===== config.mk =====
export PLATFORM = sky130hd
export DESIGN_NAME = led_animator
export DESIGN_NICKNAME = d
export VERILOG_FILES = /design/src/rtl/led_anim_pkg.sv /design/src/rtl/led_animator_tick_gen.sv /design/src/rtl/led_animator.sv
export SDC_FILE = /design/constraint.sdc
export NUM_CORES = 1
export LEC_CHECK = 0
export CAP_MARGIN = 10
export CORE_UTILIZATION = 45
export CTS_CLUSTER_SIZE = 20
export DETAILED_ROUTE_END_ITERATION = 16
export GPL_ROUTABILITY_DRIVEN = 0
export PLACE_DENSITY = 0.66
export SLEW_MARGIN = 30
export SYNTH_ARGS = -nofsm -noshare
export SYNTH_HDL_FRONTEND = slang
export SYNTH_SLANG_ARGS = --single-unit
export TNS_END_PERCENT = 100

===== constraint.sdc =====
create_clock -name iCLK -period 3.56 [get_ports iCLK]
set_input_delay 1.068 -clock iCLK [delete_from_list [all_inputs] [get_ports iCLK]]
set_output_delay 1.068 -clock iCLK [all_outputs]
set_load 0.02 [all_outputs]

===== src/rtl/led_anim_pkg.sv =====
// Shared encodings for the LED pattern engine.
//   MODE_*  : values of the 2-bit mode selector
//   DIR_*   : direction flag meaning; LEFT/UP and RIGHT/DOWN share a bit
//             because a given pattern only ever uses one pair.
package led_anim_pkg;

  localparam logic [1:0] MODE_BOUNCE = 2'd0;
  localparam logic [1:0] MODE_ROTATE = 2'd1;
  localparam logic [1:0] MODE_FILL   = 2'd2;
  localparam logic [1:0] MODE_BLINK  = 2'd3;

  localparam logic DIR_LEFT  = 1'b0;
  localparam logic DIR_UP    = 1'b0;
  localparam logic DIR_RIGHT = 1'b1;
  localparam logic DIR_DOWN  = 1'b1;

endpackage


===== src/rtl/led_animator_tick_gen.sv =====
// Prescaler for the LED pattern engine.
// Ports:
//   iCLK    - clock
//   iRST_N  - synchronous active-low reset
//   en      - count enable; 0 freezes cnt
//   clr     - zero cnt (wins over counting)
//   period  - tick asserts once cnt reaches period, i.e. every period+1 enabled cycles
//   tick    - combinational step request: en & (cnt >= period)
module tick_gen #(
  parameter int PRESC_W = 26
) (
  input  logic               iCLK,
  input  logic               iRST_N,
  input  logic               en,
  input  logic               clr,
  input  logic [PRESC_W-1:0] period,
  output logic               tick
);

  logic [PRESC_W-1:0] cnt_q, cnt_d;

  // >= rather than == so a period lowered below the running count still
  // fires on the next enabled edge instead of wrapping the counter.
  assign tick = en & (cnt_q >= period);

  always_comb begin
    cnt_d = cnt_q;
    if (clr || tick) begin
      cnt_d = '0;
    end else if (en) begin
      cnt_d = cnt_q + PRESC_W'(1);
    end
  end

  always_ff @(posedge iCLK) begin
    if (!iRST_N) begin
      cnt_q <= '0;
    end else begin
      cnt_q <= cnt_d;
    end
  end

endmodule


===== src/rtl/led_animator.sv =====
// Selectable LED pattern generator (bounce / rotate / bar-fill / blink).
// Ports:
//   iCLK, iRST_N - clock and synchronous active-low reset
//   en           - 1 runs the prescaler and pattern, 0 freezes both
//   mode         - pattern select (see led_anim_pkg); a change restarts the pattern
//   period       - one step every period+1 enabled cycles
//   leds         - registered pattern
//   step         - pulse in the cycle a new pattern first shows on leds
//   wrap         - pulse when the pattern is back at its start state
module led_animator
  import led_anim_pkg::*;
#(
  parameter int WIDTH   = 18,
  parameter int PRESC_W = 26
) (
  input  logic               iCLK,
  input  logic               iRST_N,
  input  logic               en,
  input  logic [1:0]         mode,
  input  logic [PRESC_W-1:0] period,
  output logic [WIDTH-1:0]   leds,
  output logic               step,
  output logic               wrap
);

  localparam int                LVL_W   = $clog2(WIDTH + 1);
  localparam logic [LVL_W-1:0]  LVL_MAX = LVL_W'(WIDTH);
  localparam logic [WIDTH-1:0]  BIT0    = WIDTH'(1);

  logic [WIDTH-1:0] leds_q, leds_d;
  logic [1:0]       mode_q, mode_d;
  logic             dir_q, dir_d;
  logic [LVL_W-1:0] level_q, level_d;
  logic             step_q, step_d;
  logic             wrap_q, wrap_d;

  logic restart;
  logic tick;
  logic advance;

  assign restart = (mode != mode_q);
  // Restart outranks a pending tick; the prescaler is cleared in that cycle.
  assign advance = tick & ~restart;

  tick_gen #(
    .PRESC_W (PRESC_W)
  ) u_tick_gen (
    .iCLK   (iCLK),
    .iRST_N (iRST_N),
    .en     (en),
    .clr    (restart),
    .period (period),
    .tick   (tick)
  );

  always_comb begin
    leds_d  = leds_q;
    mode_d  = mode_q;
    dir_d   = dir_q;
    level_d = level_q;
    step_d  = 1'b0;
    wrap_d  = 1'b0;

    if (restart) begin
      mode_d  = mode;
      dir_d   = DIR_LEFT;
      level_d = '0;
      leds_d  = (mode == MODE_BOUNCE || mode == MODE_ROTATE) ? BIT0 : '0;
    end else if (advance) begin
      step_d = 1'b1;
      case (mode_q)
        MODE_BOUNCE: begin
          if (dir_q == DIR_LEFT && leds_q[WIDTH-1]) begin
            dir_d  = DIR_RIGHT;
            leds_d = leds_q >> 1;
          end else if (dir_q == DIR_RIGHT && leds_q[0]) begin
            dir_d  = DIR_LEFT;
            leds_d = leds_q << 1;
          end else if (dir_q == DIR_LEFT) begin
            leds_d = leds_q << 1;
          end else begin
            leds_d = leds_q >> 1;
          end
          wrap_d = (leds_d == BIT0);
        end
        MODE_ROTATE: begin
          leds_d = {leds_q[WIDTH-2:0], leds_q[WIDTH-1]};
          wrap_d = (leds_d == BIT0);
        end
        MODE_FILL: begin
          if (dir_q == DIR_UP) begin
            if (level_q == LVL_MAX) begin
              dir_d   = DIR_DOWN;
              level_d = level_q - LVL_W'(1);
            end else begin
              level_d = level_q + LVL_W'(1);
            end
          end else begin
            level_d = level_q - LVL_W'(1);
            if (level_q == LVL_W'(1)) dir_d = DIR_UP;
          end
          // Thermometer: low level_d bits lit.
          for (int i = 0; i < WIDTH; i++) begin
            leds_d[i] = (LVL_W'(i) < level_d);
          end
          wrap_d = (level_d == '0);
        end
        MODE_BLINK: begin
          leds_d = ~leds_q;
          wrap_d = (leds_q == '1);
        end
      endcase
    end
  end

  always_ff @(posedge iCLK) begin
    if (!iRST_N) begin
      leds_q  <= BIT0;
      mode_q  <= MODE_BOUNCE;
      dir_q   <= DIR_LEFT;
      level_q <= '0;
      step_q  <= 1'b0;
      wrap_q  <= 1'b0;
    end else begin
      leds_q  <= leds_d;
      mode_q  <= mode_d;
      dir_q   <= dir_d;
      level_q <= level_d;
      step_q  <= step_d;
      wrap_q  <= wrap_d;
    end
  end

  assign leds = leds_q;
  assign step = step_q;
  assign wrap = wrap_q;

endmodule


==> impl_metrics.ini <==
[clock_network]
cts_buffers = 5
cts_tree = built
ctsResizeCount = 0
clock-sinks = 54
clock_path_buffers = 2
clk_latency_ns = 0.32
hold_buffers = 0
cts-root-buf = clkbuf_8
clk_pin_slew_worst_paths_ns = 0.10
htree_levels = 2
cts_setup_buffers = 0

[place]
placed_area_sq_mm = 0.00480
port_buffers = 50
dpl.hpwl_mm = 7.64

[sta]
clock_skew_ns = 0.00589
tightest_slew_ns = 0.844
setup_tns_ns = 0
timing.final.crit_period_ns = 3.26
rsz0062_at_grt = no
slew_viol_final = 0
final-hold-violation-count = 0
setup_viol = 0
min_period_over_period_pct = 91.5
max_freq_ghz = 0.307
max-slew-margin-rel_pct = 43.6

[critical_path]
crit_fanout = 35
r2r_cells = 9
crit_required_ns = 3.78
cpPeakStageDelay_ns = 0.46
startpoint_type = primary input
timing.rr.end = leds[0]
crit_buf_inv = 3
worstSetupPathType = primary input to flip-flop
cp_slowest_cell = clkdlybuf4s50_1
critical_path.cell_chain = clkdlybuf4s50_1, inv_1, ha_1, o21ai_0, o211ai_1, a21oi_1, nor4b_1, a22o_1, buf_12, nand2_1, a31o_2
r2r_slack_ns = 0.55
reg2reg_from = level_q[0]
worstPathArrival_ns = 3.48
end_kind = flip-flop
cp_top_family = compound AO/OA/AOI/OAI gates

[final_layout]
drive_gt1_share_pct = 10.1
insertedDiodeCount = 0
syn2layout_area_growth_pct = 16.4
fillers = 874
design_area_sq_mm = 0.00490
fin_nets = 635

[logic_synthesis]
synth-edff-count = 0
async_reset_ff_share_pct = 0
ys_types = 67
synth.most_common_cell = nand2_1
synth.area.top_cells = dfxtp_1, ha_1, nand2_1
ys.warnings.count = 0
yosysTopAreaCellShare_pct = 25.7
synth_top_cell_by_area = dfxtp_1
synth-seq-cells = 54
yosys-top-cells-count = nand2_1, dfxtp_1, nor2_1
syn_area_per_cell_sq_um = 7.87
synth.cell_area_sq_mm = 0.00421
synth_cells = 535
synth_nets = 597
yosysSeqAreaShare_pct = 25.7
synth-main-ff-cell = dfxtp_1

[detailed_routing]
avgRoutedWirePerCell_um = 15.2
drc = 0
drt_iter0_drc = 379
route.final.wire_length_mm = 10.3
firstDrtPassIters = 5
vias = 3979
viasPerCell = 5.83
ant_nets = 0

[global_route]
antenna_found_initial = 0
track_usage_pct = 22.1
grt_overflow = 0
grt_max_degree = 50
first_global_vias = 3658
grt_pass1_wl_mm = 17.7

[power_and_ir_drop]
leakage_nw = 1.79
vdd_drop_max_mv = 0.215
power_density_mw_per_mm2 = 232

[min_path]
whs_endpoint = u_tick_gen.cnt_q[22]
holdCritPathClass = flip-flop to flip-flop
holdPathStages = 2
worstHoldStart = u_tick_gen.cnt_q[22]

[floorplanning]
die_h_um = 98.7
die-area_sq_mm = 0.00974
rows = 34
core-area_sq_mm = 0.00889
start_util_pct = 47.3
ios = 51
fp.dieW_um = 98.7

[outcome]
outcome = complete, no violations

[job]
maxCapViolations = 0
metal layers:
| layer | vias up | share of wire (%) | track usage [%] | wire (um) |
|---|---|---|---|---|
| met2 | 136 | 44 | 34.3 | 4550 |
| met1 | 1839 | 48 | 31.6 | 5000 |
| met3 | 17 | 5.8 | 3.05 | 597 |
| met5 | - | 0 | 0 | 0 |
| li1 | 1987 | - | - | - |
| met4 | 0 | 1.8 | 6.89 | 186 |
through the flow:
step	util [%]	std cells	power [mW]	worst slack, ns	hold slack (ns)
6_report	55.1	682	1.14	0.304	0.568
3_5_place_dp	54.0	674	0.787	-0.0416	0.545
5_1_grt	55.1	682	1.19	0.0402	0.597
2_1_floorplan	-	535	0.727	0.552	0.502
4_1_cts	55.1	682	1.15	0.299	0.569
3_3_place_gp	54.0	674	0.784	0.0180	0.540
where the power goes:
part / leakage (nW) / internal, mW / switching, mW
sequential: 0.436 / 0.606 / 0.00435
combinational: 1.31 / 0.0751 / 0.0884
clock: 0.0447 / 0.143 / 0.221
worst min-delay path: stages (launching register included):
cell,delay (ns)
dfxtp_1,0.35
xnor2_1,0.15
nor2_1,0.04
kinds of logic after synthesis:
kind of cell / count (synthesis) / synth area share (%)
simple gates: 220 / 28.2
xor+xnor: 28 / 6.01
compound gates: 121 / 20.2
fa+ha+maj: 31 / 9.22
mux: 13 / 3.12
buf+inv: 68 / 7.52
flops: 54 / 25.7
sequential cells by signal (all words and copies together), names as in the netlist:
signal,cells
mode_q,2
wrap,1
level_q,5
u_tick_gen.cnt_q,26
dir_q,1
step,1
leds,18
worst max-delay path by stage:
stage | startpoint | to | cells past startpoint
floorplan | period[17] | u_tick_gen.cnt_q[8] | 12
global placement | period[15] | u_tick_gen.cnt_q[21] | 11
detailed placement | period[11] | level_q[3] | 11
CTS | period[11] | level_q[3] | 11
global route | period[13] | level_q[3] | 11
finish | period[13] | level_q[3] | 11
final cells by class:
cell class / instances / area (sq um) / share of cell area, %
Multi-Input combinational cell: 413 / 2810 / 57.4
Inverter: 34 / 128 / 2.61
Tap cell: 108 / 135 / 2.76
Timing Repair Buffer: 65 / 651 / 13.3
Clock inverter: 3 / 25.0 / 0.511
Sequential cell: 54 / 1080 / 22.1
Clock buffer: 5 / 68.8 / 1.40
cell usage in the layout (no fill, tap or decap), drive strengths merged, types with 4 or more instances in the layout:
master	synthesis	final
a211oi	6	6
a21oi	26	26
a221oi	6	6
a22oi	4	4
a31oi	6	6
and3	7	7
buf	15	15
clkbuf	19	5
clkdlybuf4s50	0	50
dfxtp	54	54
ha	31	31
inv	33	34
mux2i	12	12
nand2	64	64
nand3	23	23
nand4	13	13
nor2	68	68
nor2b	6	6
nor3	12	12
nor4	8	8
o211ai	10	10
o21ai	24	24
o22ai	10	10
o311a	4	4
xnor2	13	13
xor2	15	15
Note: power is estimated with default switching activity, not from simulation.
